==> config.mk <==
export PLATFORM = sky130hd
export DESIGN_NAME = mem_refill_arbiter
export DESIGN_NICKNAME = d
export VERILOG_FILES = /design/src/rtl/mem_refill_arbiter.sv
export SDC_FILE = /design/constraint.sdc
export NUM_CORES = 1
export LEC_CHECK = 0
export ABC_AREA = 1
export CORE_ASPECT_RATIO = 0.6
export CORE_MARGIN = 5
export CORE_UTILIZATION = 40
export DETAILED_ROUTE_END_ITERATION = 16
export DONT_BUFFER_PORTS = 1
export SYNTH_ARGS = -nofsm -noshare
export SYNTH_HDL_FRONTEND = slang
export SYNTH_SLANG_ARGS = --single-unit
==> constraint.sdc <==
create_clock -name CPU_CLK -period 2.05 [get_ports CPU_CLK]
set_clock_uncertainty 0.1 [all_clocks]
set_input_delay 0.1025 -clock CPU_CLK [delete_from_list [all_inputs] [get_ports CPU_CLK]]
set_output_delay 0.1025 -clock CPU_CLK [all_outputs]
set_load 0.05 [all_outputs]
==> src/rtl/mem_refill_arbiter.sv <==
// rtl/mem_refill_arbiter.sv - round-robin arbiter sharing one word-wide memory port between ICache refills and DCache refills/write-backs
module mem_refill_arbiter #(
  parameter int LINE_WORDS = 8,
  parameter int ADDR_W     = 32
) (
  input  logic                          CPU_CLK,
  input  logic                          CPU_RST_N,
  input  logic                          i_req,
  input  logic [ADDR_W-1:0]             i_addr,
  input  logic                          d_req,
  input  logic                          d_we,
  input  logic [ADDR_W-1:0]             d_addr,
  input  logic [31:0]                   d_wdata,
  output logic                          mem_req,
  output logic                          mem_we,
  output logic [ADDR_W-1:0]             mem_addr,
  output logic [31:0]                   mem_wdata,
  input  logic                          mem_ready,
  input  logic [31:0]                   mem_rdata,
  output logic                          i_rvalid,
  output logic                          d_rvalid,
  output logic [31:0]                   rdata,
  output logic [$clog2(LINE_WORDS)-1:0] word_idx,
  output logic                          i_done,
  output logic                          d_done,
  output logic                          owner
);

  localparam int IDX_W = $clog2(LINE_WORDS);
  localparam int OFF_W = IDX_W + 2;
  localparam logic [ADDR_W-1:0] ALIGN_MASK = {ADDR_W{1'b1}} << OFF_W;
  localparam logic [IDX_W-1:0]  LAST_IDX   = IDX_W'(LINE_WORDS - 1);

  typedef enum logic [1:0] {IDLE, BURST, DONE} stateType;

  stateType          state, stateNext;
  logic [IDX_W-1:0]  cnt;
  logic [ADDR_W-1:0] base;
  logic              ownerQ, lastOwner, weQ;
  logic              grantD;

  // On a tie D wins unless D was the last one served (lastOwner: 0 = I, 1 = D).
  assign grantD = d_req && (!i_req || !lastOwner);

  always_ff @(posedge CPU_CLK or negedge CPU_RST_N) begin
    if (!CPU_RST_N) state <= IDLE;
    else            state <= stateNext;
  end

  always_ff @(posedge CPU_CLK or negedge CPU_RST_N) begin
    if (!CPU_RST_N) begin
      cnt       <= '0;
      base      <= '0;
      ownerQ    <= 1'b0;
      lastOwner <= 1'b0;
      weQ       <= 1'b0;
    end else begin
      case (state)
        IDLE: if (i_req || d_req) begin
          ownerQ <= grantD;
          weQ    <= grantD && d_we;
          base   <= (grantD ? d_addr : i_addr) & ALIGN_MASK;
          cnt    <= '0;
        end
        BURST: if (mem_ready) cnt <= cnt + IDX_W'(1);
        DONE:  lastOwner <= ownerQ;
        default: ;
      endcase
    end
  end

  always_comb begin
    stateNext = state;
    mem_req   = 1'b0;
    mem_we    = 1'b0;
    mem_addr  = '0;
    mem_wdata = '0;
    i_rvalid  = 1'b0;
    d_rvalid  = 1'b0;
    rdata     = '0;
    i_done    = 1'b0;
    d_done    = 1'b0;
    case (state)
      IDLE: if (i_req || d_req) stateNext = BURST;
      BURST: begin
        mem_req   = 1'b1;
        mem_we    = weQ;
        mem_addr  = base + ADDR_W'({cnt, 2'b00});
        mem_wdata = d_wdata;
        if (mem_ready) begin
          if (!weQ) begin
            i_rvalid = !ownerQ;
            d_rvalid = ownerQ;
            rdata    = mem_rdata;
          end
          if (cnt == LAST_IDX) stateNext = DONE;
        end
      end
      DONE: begin
        i_done    = !ownerQ;
        d_done    = ownerQ;
        stateNext = IDLE;
      end
      default: stateNext = IDLE;
    endcase
  end

  assign word_idx = cnt;
  assign owner    = ownerQ;

endmodule

[Word-level counts from Yosys, hierarchy flattened]
Index checks and enable logic that the tools add are counted.
Word-level totals
  register bits: 35
  input bits: 134
  output and inout bits: 106
Cells by class
  add/sub/neg operators: 2
  equal/unequal tests: 6
  mux-type cells: 23
  reduce and logical (&&, ||, !) cells: 12
Operator list (count)
  $mux 32: 6
  $add 32x5->32: 1
  $mux 1: 10
  $mux 2: 3
  $mux 3: 2
  $ne 2x2->1 const B: 3
  $pmux 3 s2: 1
  $reduce_and 3->1: 2
  $pmux 2 s2: 1
  $add 3x1->3 const B: 1
  $eq 3x3->1 const B: 1
  $logic_not 1->1: 3
  $eq 2x1->1 const B: 1
  $eq 2x2->1 const B: 1
  $logic_and 1x1->1: 2
  $logic_not 2->1: 1
  $logic_or 1x1->1: 2
  $reduce_and 2->1: 1
  $reduce_bool 2->1: 1

[Depth between registers and ports, before layout]
  depth after elaboration: 4
  mapped depth: 6
  mapped depth without buffers: 6

[Worst setup path after synthesis]
No wires, ideal clock.
  path kind: reg-to-output
  start point: register ownerQ (netlist: owner)
  end point: output d_rvalid
  arrival time: 1902 ps
  path slack: -54 ps
  stages on the path, launching flop included: 3
  path buffers: 0
  path through: dfrtp_1 inv_1 nor3_1
Between the ends
  cells in the longest elaborated chain, start to end: 3
RTL lines
  start: declaration: line 39  | logic ownerQ, lastOwner, weQ;
  start signal: assignment: line 60  | ownerQ <= grantD;
  $mux 1: line 91  | if (!weQ) begin
  $mux 1: line 90  | if (mem_ready) begin
  $mux 1: line 83  | case (state)
  end: declaration: line 21  | output logic d_rvalid,
No other way between the ends.

[Worst setup path after layout]
  start point: register lastOwner
  end point: register base[23]
Between the ends
  cells in the longest elaborated chain, start to end: 4
RTL lines
  start: declaration: line 39
  start signal: assignment: line 66  | DONE: lastOwner <= ownerQ;
  $logic_not 1->1: line 43  | assign grantD = d_req && (!i_req || !lastOwner);
  $logic_or 1x1->1: line 43
  $logic_and 1x1->1: line 43
  $mux 32: line 62  | base <= (grantD ? d_addr : i_addr) & ALIGN_MASK;
  end signal: assignment: line 62
  end: declaration: line 38  | logic [ADDR_W-1:0] base;
No other way between the ends.
A chain may end at the register's enable or synchronous reset.

==> results.ini <==
[status]
run_status = finished, final reports clean

[final_layout]
fin_area_um2 = 4350
areaGrowthSynthToFinish_pct = 54.3
final_util = 0.643
layout_common_cells = nand2_1, inv_1, buf_4, nor2_1, nand3_1
antenna_cells = 0
fin_nets = 768
instances_no_fill = 720
final_common_cell = nand2_1
final-seq-area_um2 = 876
drive_gt1_frac = 0.248
fill_cells = 593
multiInputGateArea_um2 = 1330

[cts]
post_cts_buffers = 0
clkLatencyLatePin_ps = 270
numClockSinks = 35
ctsRootBufferMaster = clkbuf_16
cts_buffers = 5
cts.path.max_buffers = 2
htree_num_levels = 2
tritoncts = built
clk_pin_slew_ps = 50

[global_route]
grt_pass1_wl_mm = 14.7
grt_pass1_vias = 3048
antenna_found_initial = 0
gr-usage-all-layers = 0.201
gr-total-overflow = 0
grt_start_max_net_pins = 36

[timing]
clock.fmax_ghz = 0.520
rsz0062_at_grt = false
worst-slew-pin-transition_ps = 621
final_hold_viol_count = 0
fin_crit_ps = 1920
tns_ps = 0
fin_ws_ps = 128
final-setup-viol-count = 0
slew_violations = 0
maxSlewHeadroom = 0.584
fin_crit_sh = 0.937

[routing]
routed_wl_mm = 9.88
avgViaCountPerCell = 4.55
drc = 0
dr_wl_met3_um = 742
firstDrtPassIters = 5
vias = 3279
ant_nets = 0
routed.top_layer = met4
met1_length_mm = 4.13
wire_per_inst_um = 13.7
route.met2.wl_mm = 4.91
first_iter_violations = 150

[worst_setup_path]
worstSetupPathType = reg -> reg
cp.required_ps = 2110
crit_chain = nand2_2 > buf_4 > nand3_1 > nand3_1 > dlygate4sd3_1 > nand2_1
worstPathMaxFanout = 20
worstSetupEndpointType = flop
start_kind = flop
critical_path.max_stage_delay_ps = 560
crit_path_frequent_cell = nand3_1
crit_slowest_cell = dlygate4sd3_1
worstPathArrival_ps = 1980

[place]
post_dp_cell_area_um2 = 3620
dp_hpwl_mm = 6.79
place_congestion = 0.769
dpl.cell_count = 657
portBuffers = 0
dp_slack_ps = 395

[die]
io_pins = 240
core_area_um2 = 6760
start_util = 0.417
die_h_um = 75.0
row_count = 23
die_area_um2 = 8880
dieWidth_um = 118

[yosys]
syn_area_um2 = 2820
synth.distinct_cells = 18
ys_seq_area_frac = 0.311
yosysTopAreaCellShare = 0.311
synth_area_leaders = dfrtp_1, nand2_1, inv_1, nand3_1, nor2_1
yosys_warnings = 0
ys_ff_latch = 35
netlist_instances = 487
synth.largest_area_cell = dfrtp_1
avgSynthCellArea_um2 = 5.79

[hold_path]
min_path_type = in -> reg

[power_and_ir_drop]
cellLeakagePower_uw = 0.00260
vdd_ir_drop_max_uv = 1310
power_density_nw_per_um2 = 1860

[flow_run]
maxCapViolCount = 0

-- registers in the layout, summed over array words and instances, names as in the netlist --
| name | count |
|---|---|
| base | 27 |
| word_idx | 3 |
| state | 2 |
| lastOwner | 1 |
| owner | 1 |
| weQ | 1 |
-- cell families after synthesis --
group / after synthesis / share of synthesized area
AO/OA/AOI/OAI: 4 / 0.00710
adder cells (fa/ha/maj): 2 / 0.00888
buffers and inverters: 153 / 0.225
flip-flops: 35 / 0.311
other: 1 / 0.00133
AND/OR/NAND/NOR: 292 / 0.447
-- Yosys cell counts, drive strengths merged --
library cell,count
buf,21
clkbuf,7
conb,1
dfrtp,35
ha,2
inv,125
nand2,130
nand3,58
nor2,101
nor3,3
o21ai,4
-- metrics by stage --
stage | total power [µW] | hold slack, ps
after global routing | 8560 | 23.2
final | 8090 | 5.94
after global placement | 7020 | -292
after floorplan | 5600 | -293
after detailed placement | 7070 | -292
after CTS | 8090 | 2.84
-- repair_timing --
| item | in CTS | in global routing |
|---|---|---|
| endpoints found under the hold margin | 65 | 0 |
| gates resized for setup | 0 | 2 |
| hold buffers | 55 | 0 |
| endpoints found under the setup margin | 0 | 24 |
-- worst max-delay path, delay by kind of cell, from the launching register on --
family / cells / cell delay (ps)
DFF: 1 / 390
buffers and inverters: 2 / 840
and+or+nand+nor: 4 / 470
-- worst paths after layout --
path                             from  endpoint  slack, ps  cells past startpoint
max                         lastOwner  base[23]        130                      6
min                        d_addr[25]  base[25]          6                      4
max reg2reg                 lastOwner  base[23]        130                      6
min reg2reg                  base[12]  base[12]        380                      2
max in group asynchronous   CPU_RST_N  base[10]       1480                      2
min in group asynchronous   CPU_RST_N  base[19]        180                      2
-- report_power, final --
part	total (µW)	switching, µW	internal, µW
registers	1190	166	1020
clock network	777	260	517
logic	6120	4360	1760
total	8090	4790	3300
-- metal layers --
metal / global-route usage / vias up
li1: - / 1668
met3: 0.0511 / 10
met1: 0.260 / 1451
met4: 0.0534 / 0
met2: 0.344 / 150
met5: 0 / -
-- layout make-up --
class,count,area share
clock buffer,8,0.0360
inverter,125,0.108
multi-input combinational,300,0.307
sequential,35,0.201
tap,87,0.0250
timing repair buffer,165,0.323
No activity file was read; power rests on OpenSTA's default activity.
